File: config.mk
export PLATFORM = sky130hd
export DESIGN_NAME = lcd_rgb_capture
export DESIGN_NICKNAME = d
export VERILOG_FILES = /design/src/rtl/lcd_rgb_pkg.sv /design/src/rtl/lcd_rgb_sync_edge.sv /design/src/rtl/lcd_rgb_capture.sv
export SDC_FILE = /design/constraint.sdc
export NUM_CORES = 1
export LEC_CHECK = 0
export BUFFER_PORTS_ARGS = -buffer_cell sky130_fd_sc_hd__buf_2
export CAP_MARGIN = 20
export CORE_MARGIN = 4
export CORE_UTILIZATION = 27
export CTS_BUF_LIST = sky130_fd_sc_hd__clkbuf_4
export CTS_CLUSTER_DIAMETER = 150
export DETAILED_ROUTE_END_ITERATION = 16
export GPL_ROUTABILITY_DRIVEN = 0
export MAX_ROUTING_LAYER = met4
export SLEW_MARGIN = 20
export SYNTH_ARGS = -nofsm -noshare
export SYNTH_HDL_FRONTEND = slang
export SYNTH_SLANG_ARGS = --single-unit
File: constraint.sdc
create_clock -name clk -period 5.3 [get_ports clk]
set_input_delay 1.06 -clock clk [delete_from_list [all_inputs] [get_ports clk]]
set_output_delay 1.06 -clock clk [all_outputs]
set_load 0.03 [all_outputs]
File: src/rtl/lcd_rgb_pkg.sv
// rtl/lcd_rgb_pkg.sv - shared state type, geometry defaults and counter helpers for lcd_rgb_capture
package lcd_rgb_pkg;

  typedef enum logic [1:0] {
    ST_WAIT_VS = 2'd0,
    ST_VBLANK  = 2'd1,
    ST_LINE    = 2'd2,
    ST_HBLANK  = 2'd3
  } cap_state_t;

  localparam int HW_H_ACTIVE  = 480;
  localparam int HW_V_ACTIVE  = 272;
  localparam int SIM_H_ACTIVE = 64;
  localparam int SIM_V_ACTIVE = 32;
  localparam int DEF_TIMEOUT  = 1024;

  localparam int X_W = 10;
  localparam int Y_W = 9;

  function automatic logic [X_W-1:0] sat_inc_x(input logic [X_W-1:0] v);
    return (&v) ? v : v + 1'b1;
  endfunction

  function automatic logic [Y_W-1:0] sat_inc_y(input logic [Y_W-1:0] v);
    return (&v) ? v : v + 1'b1;
  endfunction

endpackage

File: src/rtl/lcd_rgb_sync_edge.sv
// rtl/lcd_rgb_sync_edge.sv - 2-flop synchronizer for the panel bus plus dclk rising-edge strobe
module lcd_rgb_sync_edge #(
  parameter int WIDTH = 27
) (
  input  logic             clk,
  input  logic             rst_n,
  input  logic             i_dclk,
  input  logic [WIDTH-1:0] i_bus,
  output logic [WIDTH-1:0] o_bus,
  output logic             o_dclk_rise
);

  logic [WIDTH-1:0] r_bus_s1;
  logic [WIDTH-1:0] r_bus_s2;
  logic             r_dclk_s1;
  logic             r_dclk_s2;
  logic             r_dclk_s3;

  always_ff @(posedge clk or negedge rst_n) begin
    if (!rst_n) begin
      r_bus_s1  <= '0;
      r_bus_s2  <= '0;
      r_dclk_s1 <= 1'b0;
      r_dclk_s2 <= 1'b0;
      r_dclk_s3 <= 1'b0;
    end else begin
      r_bus_s1  <= i_bus;
      r_bus_s2  <= r_bus_s1;
      r_dclk_s1 <= i_dclk;
      r_dclk_s2 <= r_dclk_s1;
      r_dclk_s3 <= r_dclk_s2;
    end
  end

  // Bus is taken at s2 in the same cycle the edge is seen; it settled half a dclk earlier.
  assign o_bus       = r_bus_s2;
  assign o_dclk_rise = r_dclk_s2 & ~r_dclk_s3;

endmodule

File: src/rtl/lcd_rgb_capture.sv
// rtl/lcd_rgb_capture.sv - DE-mode RGB receiver: pixel stream with coordinates, geometry measurement, link lock
module lcd_rgb_capture
  import lcd_rgb_pkg::*;
#(
  parameter int H_ACTIVE = HW_H_ACTIVE,
  parameter int V_ACTIVE = HW_V_ACTIVE,
  parameter int TIMEOUT  = DEF_TIMEOUT
) (
  input  logic           clk,
  input  logic           rst_n,
  input  logic           lcd_dclk,
  input  logic           lcd_de,
  input  logic           lcd_hsync,
  input  logic           lcd_vsync,
  input  logic [7:0]     lcd_red,
  input  logic [7:0]     lcd_green,
  input  logic [7:0]     lcd_blue,
  output logic           pix_valid,
  output logic [X_W-1:0] pix_x,
  output logic [Y_W-1:0] pix_y,
  output logic [23:0]    pix_rgb,
  output logic           pix_sof,
  output logic           pix_eol,
  output logic           frame_done,
  output logic [X_W-1:0] meas_width,
  output logic [Y_W-1:0] meas_height,
  output logic           line_err,
  output logic           frame_err,
  output logic [15:0]    frame_count,
  output logic           locked
);

  localparam int             TO_W    = $clog2(TIMEOUT + 1);
  localparam logic [TO_W-1:0] TO_LAST = TO_W'(TIMEOUT - 1);
  localparam logic [X_W-1:0] H_LIM   = X_W'(H_ACTIVE);
  localparam logic [X_W-1:0] H_LAST  = X_W'(H_ACTIVE - 1);
  localparam logic [Y_W-1:0] V_LIM   = Y_W'(V_ACTIVE);

  logic [26:0]    w_sync_bus;
  logic           w_rise;
  logic           w_de;
  logic           w_unused_hsync;
  logic           w_vsync;
  logic [23:0]    w_rgb;
  logic           w_boundary;
  logic           w_in_line;
  logic           w_line_close;
  logic           w_pix_take;
  logic           w_pix_ok;
  logic [X_W-1:0] w_pix_x;
  logic [Y_W-1:0] w_y_inc;
  logic [Y_W-1:0] w_height;

  cap_state_t      r_state;
  logic            r_vs_prev;
  logic [X_W-1:0]  r_x;
  logic [Y_W-1:0]  r_y;
  logic [TO_W-1:0] r_to_cnt;
  logic            r_pix_valid;
  logic [X_W-1:0]  r_pix_x;
  logic [Y_W-1:0]  r_pix_y;
  logic [23:0]     r_pix_rgb;
  logic            r_pix_sof;
  logic            r_pix_eol;
  logic            r_frame_done;
  logic [X_W-1:0]  r_meas_width;
  logic [Y_W-1:0]  r_meas_height;
  logic            r_line_err;
  logic            r_frame_err;
  logic [15:0]     r_frame_count;
  logic            r_locked;

  lcd_rgb_sync_edge #(.WIDTH(27)) u_sync (
    .clk         (clk),
    .rst_n       (rst_n),
    .i_dclk      (lcd_dclk),
    .i_bus       ({lcd_de, lcd_hsync, lcd_vsync, lcd_red, lcd_green, lcd_blue}),
    .o_bus       (w_sync_bus),
    .o_dclk_rise (w_rise)
  );

  assign w_de           = w_sync_bus[26];
  assign w_unused_hsync = w_sync_bus[25];
  assign w_vsync        = w_sync_bus[24];
  assign w_rgb          = w_sync_bus[23:0];

  assign w_boundary   = r_vs_prev & ~w_vsync;
  assign w_in_line    = (r_state == ST_LINE);
  assign w_line_close = w_in_line & (w_boundary | ~w_de);
  assign w_pix_take   = w_de & (w_in_line | w_vsync);
  // The line-opening edge is itself pixel 0, so x is forced to zero outside LINE.
  assign w_pix_x      = w_in_line ? r_x : '0;
  assign w_pix_ok     = (w_pix_x < H_LIM) & (r_y < V_LIM);
  assign w_y_inc      = sat_inc_y(r_y);
  assign w_height     = w_in_line ? w_y_inc : r_y;

  always_ff @(posedge clk or negedge rst_n) begin
    if (!rst_n) begin
      r_state       <= ST_WAIT_VS;
      r_vs_prev     <= 1'b0;
      r_x           <= '0;
      r_y           <= '0;
      r_to_cnt      <= '0;
      r_pix_valid   <= 1'b0;
      r_pix_x       <= '0;
      r_pix_y       <= '0;
      r_pix_rgb     <= '0;
      r_pix_sof     <= 1'b0;
      r_pix_eol     <= 1'b0;
      r_frame_done  <= 1'b0;
      r_meas_width  <= '0;
      r_meas_height <= '0;
      r_line_err    <= 1'b0;
      r_frame_err   <= 1'b0;
      r_frame_count <= '0;
      r_locked      <= 1'b0;
    end else begin
      r_pix_valid  <= 1'b0;
      r_pix_sof    <= 1'b0;
      r_pix_eol    <= 1'b0;
      r_frame_done <= 1'b0;
      r_line_err   <= 1'b0;
      r_frame_err  <= 1'b0;
      if (w_rise) begin
        r_to_cnt  <= '0;
        r_vs_prev <= w_vsync;
        if (r_state == ST_WAIT_VS) begin
          if (w_boundary) begin
            r_locked <= 1'b1;
            r_x      <= '0;
            r_y      <= '0;
            r_state  <= ST_VBLANK;
          end
        end else begin
          if (w_line_close) begin
            r_meas_width <= r_x;
            r_line_err   <= (r_x != H_LIM);
            r_x          <= '0;
            r_y          <= w_y_inc;
          end
          // A boundary inside LINE closes the line above and ends the frame on the same edge.
          if (w_boundary) begin
            r_meas_height <= w_height;
            r_frame_err   <= (w_height != V_LIM);
            r_frame_done  <= 1'b1;
            r_frame_count <= r_frame_count + 1'b1;
            r_y           <= '0;
            r_state       <= ST_VBLANK;
          end else if (w_line_close) begin
            r_state <= ST_HBLANK;
          end else if (w_pix_take) begin
            r_pix_valid <= w_pix_ok;
            r_pix_x     <= w_pix_x;
            r_pix_y     <= r_y;
            r_pix_rgb   <= w_rgb;
            r_pix_sof   <= w_pix_ok & (w_pix_x == '0) & (r_y == '0);
            r_pix_eol   <= w_pix_ok & (w_pix_x == H_LAST);
            r_x         <= sat_inc_x(w_pix_x);
            r_state     <= ST_LINE;
          end
        end
      end else if (r_to_cnt == TO_LAST) begin
        r_state   <= ST_WAIT_VS;
        r_locked  <= 1'b0;
        r_x       <= '0;
        r_y       <= '0;
        r_vs_prev <= 1'b0;
      end else begin
        r_to_cnt <= r_to_cnt + 1'b1;
      end
    end
  end

  assign pix_valid   = r_pix_valid;
  assign pix_x       = r_pix_x;
  assign pix_y       = r_pix_y;
  assign pix_rgb     = r_pix_rgb;
  assign pix_sof     = r_pix_sof;
  assign pix_eol     = r_pix_eol;
  assign frame_done  = r_frame_done;
  assign meas_width  = r_meas_width;
  assign meas_height = r_meas_height;
  assign line_err    = r_line_err;
  assign frame_err   = r_frame_err;
  assign frame_count = r_frame_count;
  assign locked      = r_locked;

endmodule

==> impl_metrics.csv <==
group,metric,value,unit
run_status,status,"finished, final reports clean",
grt,antenna_found_initial,1,
final_layout,num-fill-cells,2571,
timing,worst_slew_pin_slew,926,ps
final_layout,final_nets,778,
clock_tree,postCtsHoldBufs,0,
worst_hold_path,min_delay_path_depth,0,
power_and_ir_drop,p_leak,0.00411,µW
power_and_ir_drop,power_density,359,nW/µm²
detailed_routing,remaining_drc_errors,0,
final_layout,final_core_util,0.324,
critical_path,cp.required,5790,ps
synthesis,syn_inst,636,
placement,dp_hpwl,11400,µm
die,top_level_ports,115,
critical_path,cp.arrival,3180,ps
final_layout,multiInputGateArea,2420,µm²
synthesis,synth.area.top_cells,"dfrtp_1, nand2_1, o21ai_0",
synthesis,synth.distinct_cells,63,
final_layout,drive_above_1_share,0.245,
job,drv_cap,0,
final_layout,final-seq-area,4330,µm²
power_and_ir_drop,peakVddDrop,0.000133,V
synthesis,synth_flop_cell,"dfrtp_1",
synthesis,yosysWarnings,0,
timing,max_freq,0.372,GHz
die,start_util,0.276,
critical_path,r2r-start,"u_sync.r_dclk_s3",
critical_path,r2r_cells,6,
clock_tree,numCtsBuffers,17,
detailed_routing,antenna_left,0,
clock_tree,postCtsSetupBuffers,0,
timing,slew_headroom,0.383,
grt,grt_pass1_wl,26200,µm
die,die-area,28400,µm²
detailed_routing,post_drt_via_cell_ratio,4.58,
detailed_routing,wl,16300,µm
critical_path,critPathMaxStageDelay,710,ps
clock_tree,clk_latency,570,ps
final_layout,syn_to_final_growth,17.7,%
clock_tree,clk_pin_slew,170,ps
critical_path,regToRegSetupSlack,2610,ps
detailed_routing,drtIter0Drc,438,
final_layout,final_cells,1087,
synthesis,synth_seq_area_share,0.622,
grt,track_usage,0.119,
critical_path,crit_path_cell_trace,"nand2b_1 -> nor3_2 -> and3_1 -> buf_4 -> a21oi_1 -> a21oi_1",
timing,fin_crit,2690,ps
critical_path,start_kind,"flip-flop",
die,fp.dieH,169,µm
worst_hold_path,whs_endpoint,"u_sync.o_bus[15]",
critical_path,path_class,"reg2reg",
placement,placed_cells,1053,
synthesis,synth_area,6960,µm²
detailed_routing,dr.pass1.iters,5,
clock_tree,clockBufferDepth,2,
synthesis,yosysTopAreaCell,"dfrtp_1",
timing,rsz0062_at_grt,"false",
synthesis,syn_avg_cell_area,10.9,µm²
critical_path,reg2reg_to,"r_x[0]",
synthesis,ys_ff_latch,173,
grt,grt_pass1_vias,4739,
grt,grt_overflow_total,0,
clock_tree,postCtsResizedCells,0,
critical_path,slowest_stage,"and3_1",
clock_tree,cts_sinks,173,
die,die_w,169,µm
timing,finalMaxSlewViolations,0,
detailed_routing,vias,4980,
die,core,25300,µm²
synthesis,synth_most_common_cell,"dfrtp_1",
clock_tree,cts_root_buffer,"clkbuf_4",
power_and_ir_drop,finalPower,2940,µW
synthesis,synth_common_cells,"dfrtp_1, nand2_1, o21ai_0, nand3_1, a21oi_1",
worst_hold_path,min_path_type,"reg2reg",
timing,period_share,0.508,
synthesis,yosys.area.top_type_share,0.622,
timing,setup_violations,0,
clock_tree,cts_tree,"done",
synthesis,synthArstFlopShare,1.00,
critical_path,end_kind,"flip-flop",
timing,setup_tns,0,ps
timing,hold_viol,0,
critical_path,crit_top_cell,"a21oi_1",
placement,portBuffers,113,
critical_path,cp_max_fo,25,
timing,fin_skew,43.5,ps
synthesis,synthesis.nets,671,
synthesis,synth-edff-count,0,
worst_hold_path,min_from,"u_sync.r_bus_s1[15]",
clock_tree,htreeDepth,4,
detailed_routing,post_drt_wl_per_cell,15.0,µm
grt,grt_max_degree,101,
die,num_rows,58,
[power by group]
part / internal [µW] / switching (µW) / total [µW]
registers: 1450 / 92.1 / 1550
logic: 174 / 417 / 591
clock network: 266 / 537 / 803
[worst max-delay path by stage]
stage | startpoint | endpoint | slack [ps]
floorplan | r_state[0] | r_x[7] | 2960
global placement | u_sync.r_dclk_s3 | r_x[0] | 2600
detailed placement | u_sync.r_dclk_s3 | pix_x[6] | 2590
CTS | u_sync.r_dclk_s3 | r_x[0] | 2580
global route | r_state[0] | r_x[0] | 2410
finish | u_sync.r_dclk_s3 | r_x[0] | 2610
[cell usage in the layout, fill, tap and decap left out, types with 3 or more instances in the layout]
master	n
o31ai_1	3
nand2_1	156
and2_1	5
inv_1	12
o21ai_0	33
nor4_1	4
and3_1	11
xor2_1	11
buf_2	112
nor2_1	21
a41oi_1	3
nand2b_1	4
ha_1	5
a21oi_1	23
inv_6	3
buf_4	7
a31o_2	3
a31oi_1	10
a22o_1	4
xnor2_1	14
clkbuf_4	17
o211ai_1	4
nand3_1	24
mux2i_1	4
clkinv_8	6
dfrtp_1	173
nand4_1	12
nor3_1	7
mux2_2	14
and4_1	3
[layer usage]
layer	vias up	track usage	wire, µm	part of all wire
li1	2406	-	-	-
met1	2443	0.158	7470	0.46
met5	-	-	0	0
met2	112	0.179	7850	0.48
met3	19	0.0308	742	0.045
met4	0	0.0388	291	0.018
[per-stage QoR]
step	hold slack (ps)	worst slack [ps]	area (µm²)
final	348	2610	8190
after global routing	353	2410	8190
after CTS	348	2580	8160
after detailed placement	335	2590	7840
after global placement	331	2600	7840
after floorplan	331	2960	6960
[state kept, by name, summed over array words and instances (netlist names), 2 cells and up]
register / cells
frame_count: 16
meas_height: 9
meas_width: 10
pix_rgb: 24
pix_x: 10
pix_y: 9
r_state: 2
r_to_cnt: 11
r_x: 10
r_y: 9
u_sync.o_bus: 26
u_sync.r_bus_s1: 26
[worst max-delay path: cells and delay by family (launching register included)]
family	cells	cell delay [ps]
AO/OA/AOI/OAI	2	270
flip-flops	1	410
buffers and inverters	1	430
AND/OR/NAND/NOR	3	1520
[kinds of logic (layout without fill, tap and decap cells)]
family / after synthesis / after routing / synth area share
mux: 18 / 18 / 0.0284
fa+ha+maj: 5 / 5 / 0.00899
other cells: 0 / 1 / 0
compound gates: 102 / 102 / 0.0955
simple gates: 268 / 268 / 0.183
xor+xnor: 25 / 25 / 0.0315
buf+inv: 45 / 165 / 0.0302
flops: 173 / 173 / 0.622
[layout make-up]
class                           count  share of cell area
Sequential cell                   173               0.528
Timing Repair Buffer              121              0.0796
Clock inverter                     15              0.0241
Inverter                           12             0.00550
Tap cell                          330              0.0504
Multi-Input combinational cell    418               0.296
Clock buffer                       17              0.0156
Antenna cell                        1            0.000305
Power figures use the tool's default switching activity.
